[config.mk]
export PLATFORM = sky130hd
export DESIGN_NAME = scan_driver
export DESIGN_NICKNAME = d
export VERILOG_FILES = /design/src/rtl/scan_driver.sv
export SDC_FILE = /design/constraint.sdc
export NUM_CORES = 1
export LEC_CHECK = 0
export ABC_AREA = 1
export CORE_UTILIZATION = 48
export DETAILED_ROUTE_END_ITERATION = 12
export PLACE_DENSITY = 0.76
export SYNTH_ARGS = -nofsm -noshare
export SYNTH_HDL_FRONTEND = slang
export SYNTH_SLANG_ARGS = --single-unit
[constraint.sdc]
create_clock -name clk -period 2.6 [get_ports clk]
set_clock_uncertainty 0.15 [all_clocks]
set_input_delay 0.52 -clock clk [delete_from_list [all_inputs] [get_ports clk]]
set_output_delay 0.52 -clock clk [all_outputs]
set_load 0.01 [all_outputs]
[src/rtl/scan_driver.sv]
// Seven-segment scan driver: time-multiplexes up to 8 digits onto a
// common-anode bank with per-slot anti-ghost blanking.
module scan_driver #(
    parameter int DIV       = 50000,
    parameter int BLANK_CYC = 500,
    parameter int NDIG      = 8
) (
    input  logic        clk,
    input  logic        nRst,
    input  logic        en,
    input  logic [31:0] digits,
    input  logic [7:0]  dp,
    input  logic [7:0]  blank,
    output logic [2:0]  sel,
    output logic        sel_n_en,
    output logic [7:0]  seg,
    output logic        frame_start
);

    localparam int CW = $clog2(DIV);
    localparam logic [CW-1:0] CNT_MAX = CW'(DIV - 1);
    localparam logic [2:0] SLOT_MAX = 3'(NDIG - 1);

    logic [CW-1:0] cnt_q, cnt_d;
    logic [2:0]    slot_q, slot_d;
    logic [31:0]   sh_digits_q, sh_digits_d;
    logic [7:0]    sh_dp_q, sh_dp_d;
    logic [7:0]    sh_blank_q, sh_blank_d;
    logic [2:0]    sel_q, sel_d;
    logic          sel_n_en_q, sel_n_en_d;
    logic [7:0]    seg_q, seg_d;
    logic          frame_start_q, frame_start_d;

    logic          in_show;
    logic          last_cyc;
    logic [3:0]    cur_digit;

    function automatic logic [6:0] glyph(input logic [3:0] v);
        logic [6:0] g;
        case (v)
            4'h0:    g = 7'h40;
            4'h1:    g = 7'h79;
            4'h2:    g = 7'h24;
            4'h3:    g = 7'h30;
            4'h4:    g = 7'h19;
            4'h5:    g = 7'h12;
            4'h6:    g = 7'h02;
            4'h7:    g = 7'h78;
            4'h8:    g = 7'h00;
            4'h9:    g = 7'h10;
            4'hA:    g = 7'h08;
            4'hB:    g = 7'h03;
            4'hC:    g = 7'h46;
            4'hD:    g = 7'h21;
            4'hE:    g = 7'h06;
            default: g = 7'h0E;
        endcase
        return g;
    endfunction

    // With no blanking window every cycle of the slot is display time.
    generate
        if (BLANK_CYC == 0) begin : g_no_blank
            assign in_show = 1'b1;
        end else begin : g_blank
            assign in_show = (cnt_q >= CW'(BLANK_CYC));
        end
    endgenerate

    assign last_cyc  = (slot_q == SLOT_MAX) && (cnt_q == CNT_MAX);
    assign cur_digit = sh_digits_q[{slot_q, 2'b00} +: 4];

    always_comb begin
        cnt_d         = cnt_q;
        slot_d        = slot_q;
        sh_digits_d   = sh_digits_q;
        sh_dp_d       = sh_dp_q;
        sh_blank_d    = sh_blank_q;
        sel_d         = 3'd0;
        sel_n_en_d    = 1'b1;
        seg_d         = 8'hFF;
        frame_start_d = 1'b0;

        if (!en) begin
            cnt_d  = '0;
            slot_d = 3'd0;
        end else if (cnt_q == CNT_MAX) begin
            cnt_d  = '0;
            slot_d = (slot_q == SLOT_MAX) ? 3'd0 : slot_q + 3'd1;
        end else begin
            cnt_d = cnt_q + 1'b1;
        end

        // Shadows only refresh between frames so a frame is never torn.
        if (!en || last_cyc) begin
            sh_digits_d = digits;
            sh_dp_d     = dp;
            sh_blank_d  = blank;
        end

        if (en) begin
            sel_d = slot_q;
        end
        sel_n_en_d    = ~(en & in_show & ~sh_blank_q[slot_q]);
        seg_d         = sel_n_en_d ? 8'hFF
                                   : {~sh_dp_q[slot_q], glyph(cur_digit)};
        frame_start_d = en && (slot_q == 3'd0) && (cnt_q == '0);
    end

    always_ff @(posedge clk) begin
        if (!nRst) begin
            cnt_q         <= '0;
            slot_q        <= 3'd0;
            sh_digits_q   <= digits;
            sh_dp_q       <= dp;
            sh_blank_q    <= blank;
            sel_q         <= 3'd0;
            sel_n_en_q    <= 1'b1;
            seg_q         <= 8'hFF;
            frame_start_q <= 1'b0;
        end else begin
            cnt_q         <= cnt_d;
            slot_q        <= slot_d;
            sh_digits_q   <= sh_digits_d;
            sh_dp_q       <= sh_dp_d;
            sh_blank_q    <= sh_blank_d;
            sel_q         <= sel_d;
            sel_n_en_q    <= sel_n_en_d;
            seg_q         <= seg_d;
            frame_start_q <= frame_start_d;
        end
    end

    assign sel         = sel_q;
    assign sel_n_en    = sel_n_en_q;
    assign seg         = seg_q;
    assign frame_start = frame_start_q;

endmodule

Word level (Yosys, flattened, before mapping)
Memory sizes are Yosys's and may differ from the RTL's. A register that Yosys moved wholly into a read port is not among the register bits.
Index checks and enable logic that the tools add are counted.
{"block": "word_totals", "register_bits": 80, "latchBits": 0, "ram_bits": 0, "mem_bits_ro": 112, "in_bits": 51, "out_inout_bits": 13, "word_cells": 47, "memories": 1}
{"block": "classes", "addsub": 2, "multipliers": 0, "n_div": 0, "magnitude_cmp": 2, "eq_ne": 3, "shift": 1, "mux": 11, "bitwise": 7, "reduce_logical": 11}
{"name": "(name not given)", "depth": 16, "width": 7, "rd": 1, "rd_clocked_by_memory_dff": 1, "write_ports": 0, "line_no": "40", "rtl": "case (v)"}
{"operator": "2-to-1 mux 32 bit", "count": 2}
{"operator": "2-to-1 mux 8 bit", "count": 4}
{"operator": "indexed part select 32 x 6 -> 4 bit", "count": 1}
{"operator": "adder 16 x 1 -> 16 bit, second input constant", "count": 1}
{"operator": "== test 16 bit, second input constant", "count": 1}
{"operator": ">= comparator 16 x 9 -> 1 bit, second input constant", "count": 1}
{"operator": "logical NOT 16 bit", "count": 1}
{"operator": "binary-select mux 1 bit (select 3 bit)", "count": 2}
{"operator": "NOT 1 bit", "count": 5}
{"operator": "< comparator 3 x 4 -> 1 bit, second input constant", "count": 1}
{"operator": "AND reduction 2 bit", "count": 2}
{"operator": "adder 3 x 1 -> 3 bit, second input constant", "count": 1}
{"operator": "== test 3 bit, second input constant", "count": 1}
{"operator": "logical AND 1 bit", "count": 3}
{"operator": "logical NOT 3 bit", "count": 1}
{"operator": "2-to-1 mux 3 bit", "count": 1}
{"operator": "OR reduction 3 bit", "count": 1}
{"operator": "AND 1 bit", "count": 2}
{"operator": "logical NOT 1 bit", "count": 2}
{"operator": "2-to-1 mux 1 bit", "count": 2}
{"operator": "!= test 2 x 1 -> 1 bit, second input constant", "count": 1}
{"operator": "logical OR 1 bit", "count": 1}

Depth between registers and ports, before layout
{"block": "logic_depth", "depth_word": 6, "mapped_depth": 14, "ltp_nobuf": 12}

Worst setup path before layout
Ideal clock, no wire load.
{"block": "synth_path", "path_type": "reg-to-reg", "from": "register cnt_q[0]", "to": "register sh_blank_q[0] (enable)", "setup_time_ns": 0.410, "arrival_time_ns": 2.185, "t_required_ns": 2.040, "setup_slack_ns": -0.144, "path_stages_with_launch": 7, "n_path_buf": 0, "period_less_slack_ns": 2.744, "path_cell_list": "dfxtp_1 > ha_1 > nand3_1 > nor2_1 > nand2_2 > nand3_4 > o21a_1"}
{"block": "synth_via", "elab_chain_len": 4}
{"element": "start, declared", "line_no": "24", "rtl": "logic [CW-1:0] cnt_q, cnt_d;"}
{"element": "start signal, assigned", "line_no": "122", "rtl": "cnt_q <= cnt_d;"}
{"element": "== test 16 bit", "line_no": "70", "rtl": "assign last_cyc = (slot_q == SLOT_MAX) && (cnt_q == CNT_MAX);"}
{"element": "logical AND 1 bit", "line_no": "70"}
{"element": "logical OR 1 bit", "line_no": "95", "rtl": "if (!en || last_cyc) begin"}
{"element": "!= test 2 x 1 -> 1 bit (no line)"}
{"element": "end signal, assigned", "line_no": "116", "rtl": "sh_blank_q <= blank;"}
{"element": "end signal, assigned", "line_no": "126", "rtl": "sh_blank_q <= sh_blank_d;"}
{"element": "end, declared", "line_no": "28", "rtl": "logic [7:0] sh_blank_q, sh_blank_d;"}
Every way passes these cells.
A chain may end at the register's enable or synchronous reset.

Worst setup path in the final report
{"block": "layout_path", "from": "register slot_q[0]", "to": "register seg_q[3] (netlist: seg[3])"}
{"block": "layout_via", "elab_chain_len": 6, "elab_cells_between_ends": 7, "classes_between": "shift: 1; mux: 2; bitwise: 2; reduce/logical: 2"}
{"element": "start, declared", "line_no": "25", "rtl": "logic [2:0] slot_q, slot_d;"}
{"element": "start signal, assigned", "line_no": "123", "rtl": "slot_q <= slot_d;"}
{"element": "binary-select mux 1 bit (select 3 bit)", "line_no": "104", "rtl": "sel_n_en_d = ~(en & in_show & ~sh_blank_q[slot_q]);"}
{"element": "2-to-1 mux 1 bit (not written as such)", "line_no": "104"}
{"element": "NOT 1 bit", "line_no": "104"}
{"element": "AND 1 bit", "line_no": "104"}
{"element": "AND reduction 2 bit (no line)"}
{"element": "logical NOT 1 bit (no line)"}
{"element": "end, declared", "line_no": "31", "rtl": "logic [7:0] seg_q, seg_d;"}
Several ways; a longest one is shown, not always the timed one. The select of a mux whose other input is x is not followed.

==> impl_results.md <==
- Clock Root Buffer: clkbuf_8
- Critical path peak fanout: 7
- Total power: 2664 uW
- Synth Warn #: 0
- R2r endpoint: seg[3]
- End of the worst hold path: cnt_q[0]
- Worst hold path type: reg -> reg
- Die width: 89.97 microns
- Synthesized net count: 451
- Largest net degree at the start of global routing: 28
- Worst vdd ir: 394.2 uV
- Met3 usage: 3.807%
- Clock Latency Late Sink: 350 ps
- Final worst path period share: 83.43%
- H-tree levels: 3
- Post-DP HPWL: 5.285 mm
- Seq/Total Area, Yosys: 56.05%
- Port bufs: 63
- First-pass GRT wire length: 12.52 mm
- Worst Reg-to-Reg Cells: 11
- Clock sinks: 80
- First-pass DRT Iterations: 4
- Worst path bufs/invs: 2
- Busiest layer in global routing: met2
- WP data arrival: 2260 ps
- Final wirelength: 7.226 mm
- Setup tns final: 0 ps
- Initial Utilization: 50.41%
- Unrepaired setup endpoints after global routing: no
- Synth top area share: 38.80%
- Share of cells above drive strength 1: 12.45%
- Worst-path clk slew: 80 ps
- Crit Reg-Reg Startpoint: slot_q[0]
- Crit-path slowest cell: dfxtp_1
- Critical path cell sequence: buf_4 > nand2_1 > nand3_1 > nand2_1 > o21ai_2 > inv_1 > ha_1 > nand3_1 > nand2_1 > nand2_1 > nand3_1
- Resize count post-CTS: 0
- Final setup vio count: 0
- Syn-to-layout area delta: 26.14%
- Final Hold Fails: 0
- Max Slew Vio Count: 0
- Tightest Pin Transition: 381.6 ps
- CORE AREA: 0.007370 sq mm
- Post-CTS setup buffers: 0
- Synthesis-stage register bit count: 80
- Row cnt: 31
- Placed cell area: 0.004463 sq mm
- Post-route design area: 0.004686 sq mm
- Met1 Use GR: 24.38%
- Pleak: 0.001911 uW
- DRT antenna net count: 0
- Slowest stage delay, CP: 560 ps
- Hold buffer count at cts: 0
- Fin cells: 565
- WP data required: 2690 ps
- Placed insts: 549
- Register-to-Register Setup Slack: 430 ps
- Crit. End Element: flop
- Final #Nets: 523
- Hold depth: 1
- Post-DR wirelength/cell: 12.79 microns
- Hold_sp: cnt_q[0]
- DR iter-0 viols: 153
- Global route overflow: 0
- Vias after detailed routing: 2779
- Status: complete, no violations
- Gp weighted congestion: 0.9581
- Antenna diodes: 0
- Number of global-route vias before repair: 2770
- Max Cap Violations: 0
- Die ar.: 0.008095 sq mm
- Cell Area, Synth: 0.003715 sq mm
- Clock buffer count from CTS: 9
- Antenna violations before repair: 0
- Syn Inst Count: 389
- Top cell by count, worst path: nand2_1
- DRC Markers: 0
- Top cells by area, synth: edfxtp_1, dfxtp_1, nand2_1, nand3_1, inv_1
- Post-synth cell types: 37
- Vias/cell: 4.919
- GR Util All Layers: 19.71%
- Die Y: 89.97 microns
- Clock Path Buffers: 2
- Max Clk Rate: 461.0 MHz
- I/O pin cnt: 64
- Crit path launch type: flop
- Cell taking the most area after synthesis: edfxtp_1
- CP Class: reg -> reg
- CP top delay family: flip-flops
- Fin crit period: 2169 ps
- CTS tree: done
- Met2 Usage GRT: 32.50%
- Avg Synthesized Cell Area: 9.550 sq um
- PwrDens: 568.5 mW/mm^2
- Slew Limit Headroom: 74.52%
==> cell families after synthesis <==
kind of cell    synth area share (%)
xor+xnor                      0.7074
buf+inv                        8.420
fa+ha+maj                      3.705
compound gates                 4.412
simple gates                   26.71
flops                          56.05
==> sequential cells by signal, summed over array words and instances (netlist names) <==
name	cells
sel_n_en	1
sh_digits_q	32
sh_dp_q	8
seg	8
sh_blank_q	8
cnt_q	16
slot_q	3
sel	3
frame_start	1
==> cells in the final DEF (no fill, tap or decap), drive strengths merged <==
cell,instances
edfxtp,48
a21oi,13
nor3b,2
buf,8
xor2,2
clkdlybuf4s50,63
nand4,8
or2,2
a32o,2
xnor2,1
o21ai,6
clkinv,2
clkinvlp,1
bufinv,2
o21a,1
nor3,6
inv,56
dfxtp,32
a211oi,2
nand2,99
nor4,3
clkbuf,11
ha,11
nor2,38
nand3,47
==> layer usage <==
layer  part of all wire [%]  wire [microns]
met1                     44            3176
met2                     49            3567
met3                    4.2             304
met4                    2.4             177
met5                      0               0
==> worst reg2reg max path, cell delays in order (launching register included) <==
cell and delay [ps]:
dfxtp_1 560, buf_4 230, nand2_1 60, nand3_1 70, nand2_1 60, o21ai_2 240
inv_1 140, ha_1 240, nand3_1 120, nand2_1 70, nand2_1 50, nand3_1 60
==> layout make-up <==
class / instances / area, sq um
clock buffer: 11 / 141.4
clock inverter: 5 / 81.33
fill: 573 / 2684
inverter: 56 / 220.2
multi-input combinational: 243 / 1321
sequential: 80 / 2082
tap: 99 / 123.9
timing repair buffer: 71 / 715.7
==> through the flow <==
| step | setup slack, ps | hold slack [ps] | utilization [%] |
|---|---|---|---|
| 2_1_floorplan | 342.0 | 279.9 | - |
| 3_3_place_gp | 534.3 | 294.2 | 60.56 |
| 3_5_place_dp | 445.6 | 307.9 | 60.56 |
| 4_1_cts | 430.5 | 326.5 | 63.58 |
| 5_1_grt | 223.7 | 355.7 | 63.58 |
| 6_report | 430.7 | 322.0 | 63.58 |
==> how the worst max path moves through the flow <==
stage,start,end,cells after the start
2_1_floorplan,cnt_q[0],sh_blank_q[0],6
3_3_place_gp,nRst,seg[7],7
3_5_place_dp,slot_q[0],seg[3],11
4_1_cts,slot_q[0],seg[3],11
5_1_grt,slot_q[0],seg[3],11
6_report,slot_q[0],seg[3],11
==> cells in the mapped netlist (all sizes together) <==
| library cell | n |
|---|---|
| nand2 | 99 |
| inv | 56 |
| edfxtp | 48 |
| nand3 | 47 |
| nor2 | 38 |
| dfxtp | 32 |
| a21oi | 13 |
| ha | 11 |
| buf | 10 |
| nand4 | 8 |
| nor3 | 6 |
| o21ai | 6 |
| nor4 | 3 |
| a211oi | 2 |
| a32o | 2 |
| nor3b | 2 |
| or2 | 2 |
| xor2 | 2 |
| o21a | 1 |
| xnor2 | 1 |
==> power by group <==
part           internal [uW]  switching [uW]  total [uW]
registers               1410            16.8        1420
clock network            567             454        1020
logic                    116             102         218
total                   2090             573        2660
No activity file was read; power rests on OpenSTA's default activity.
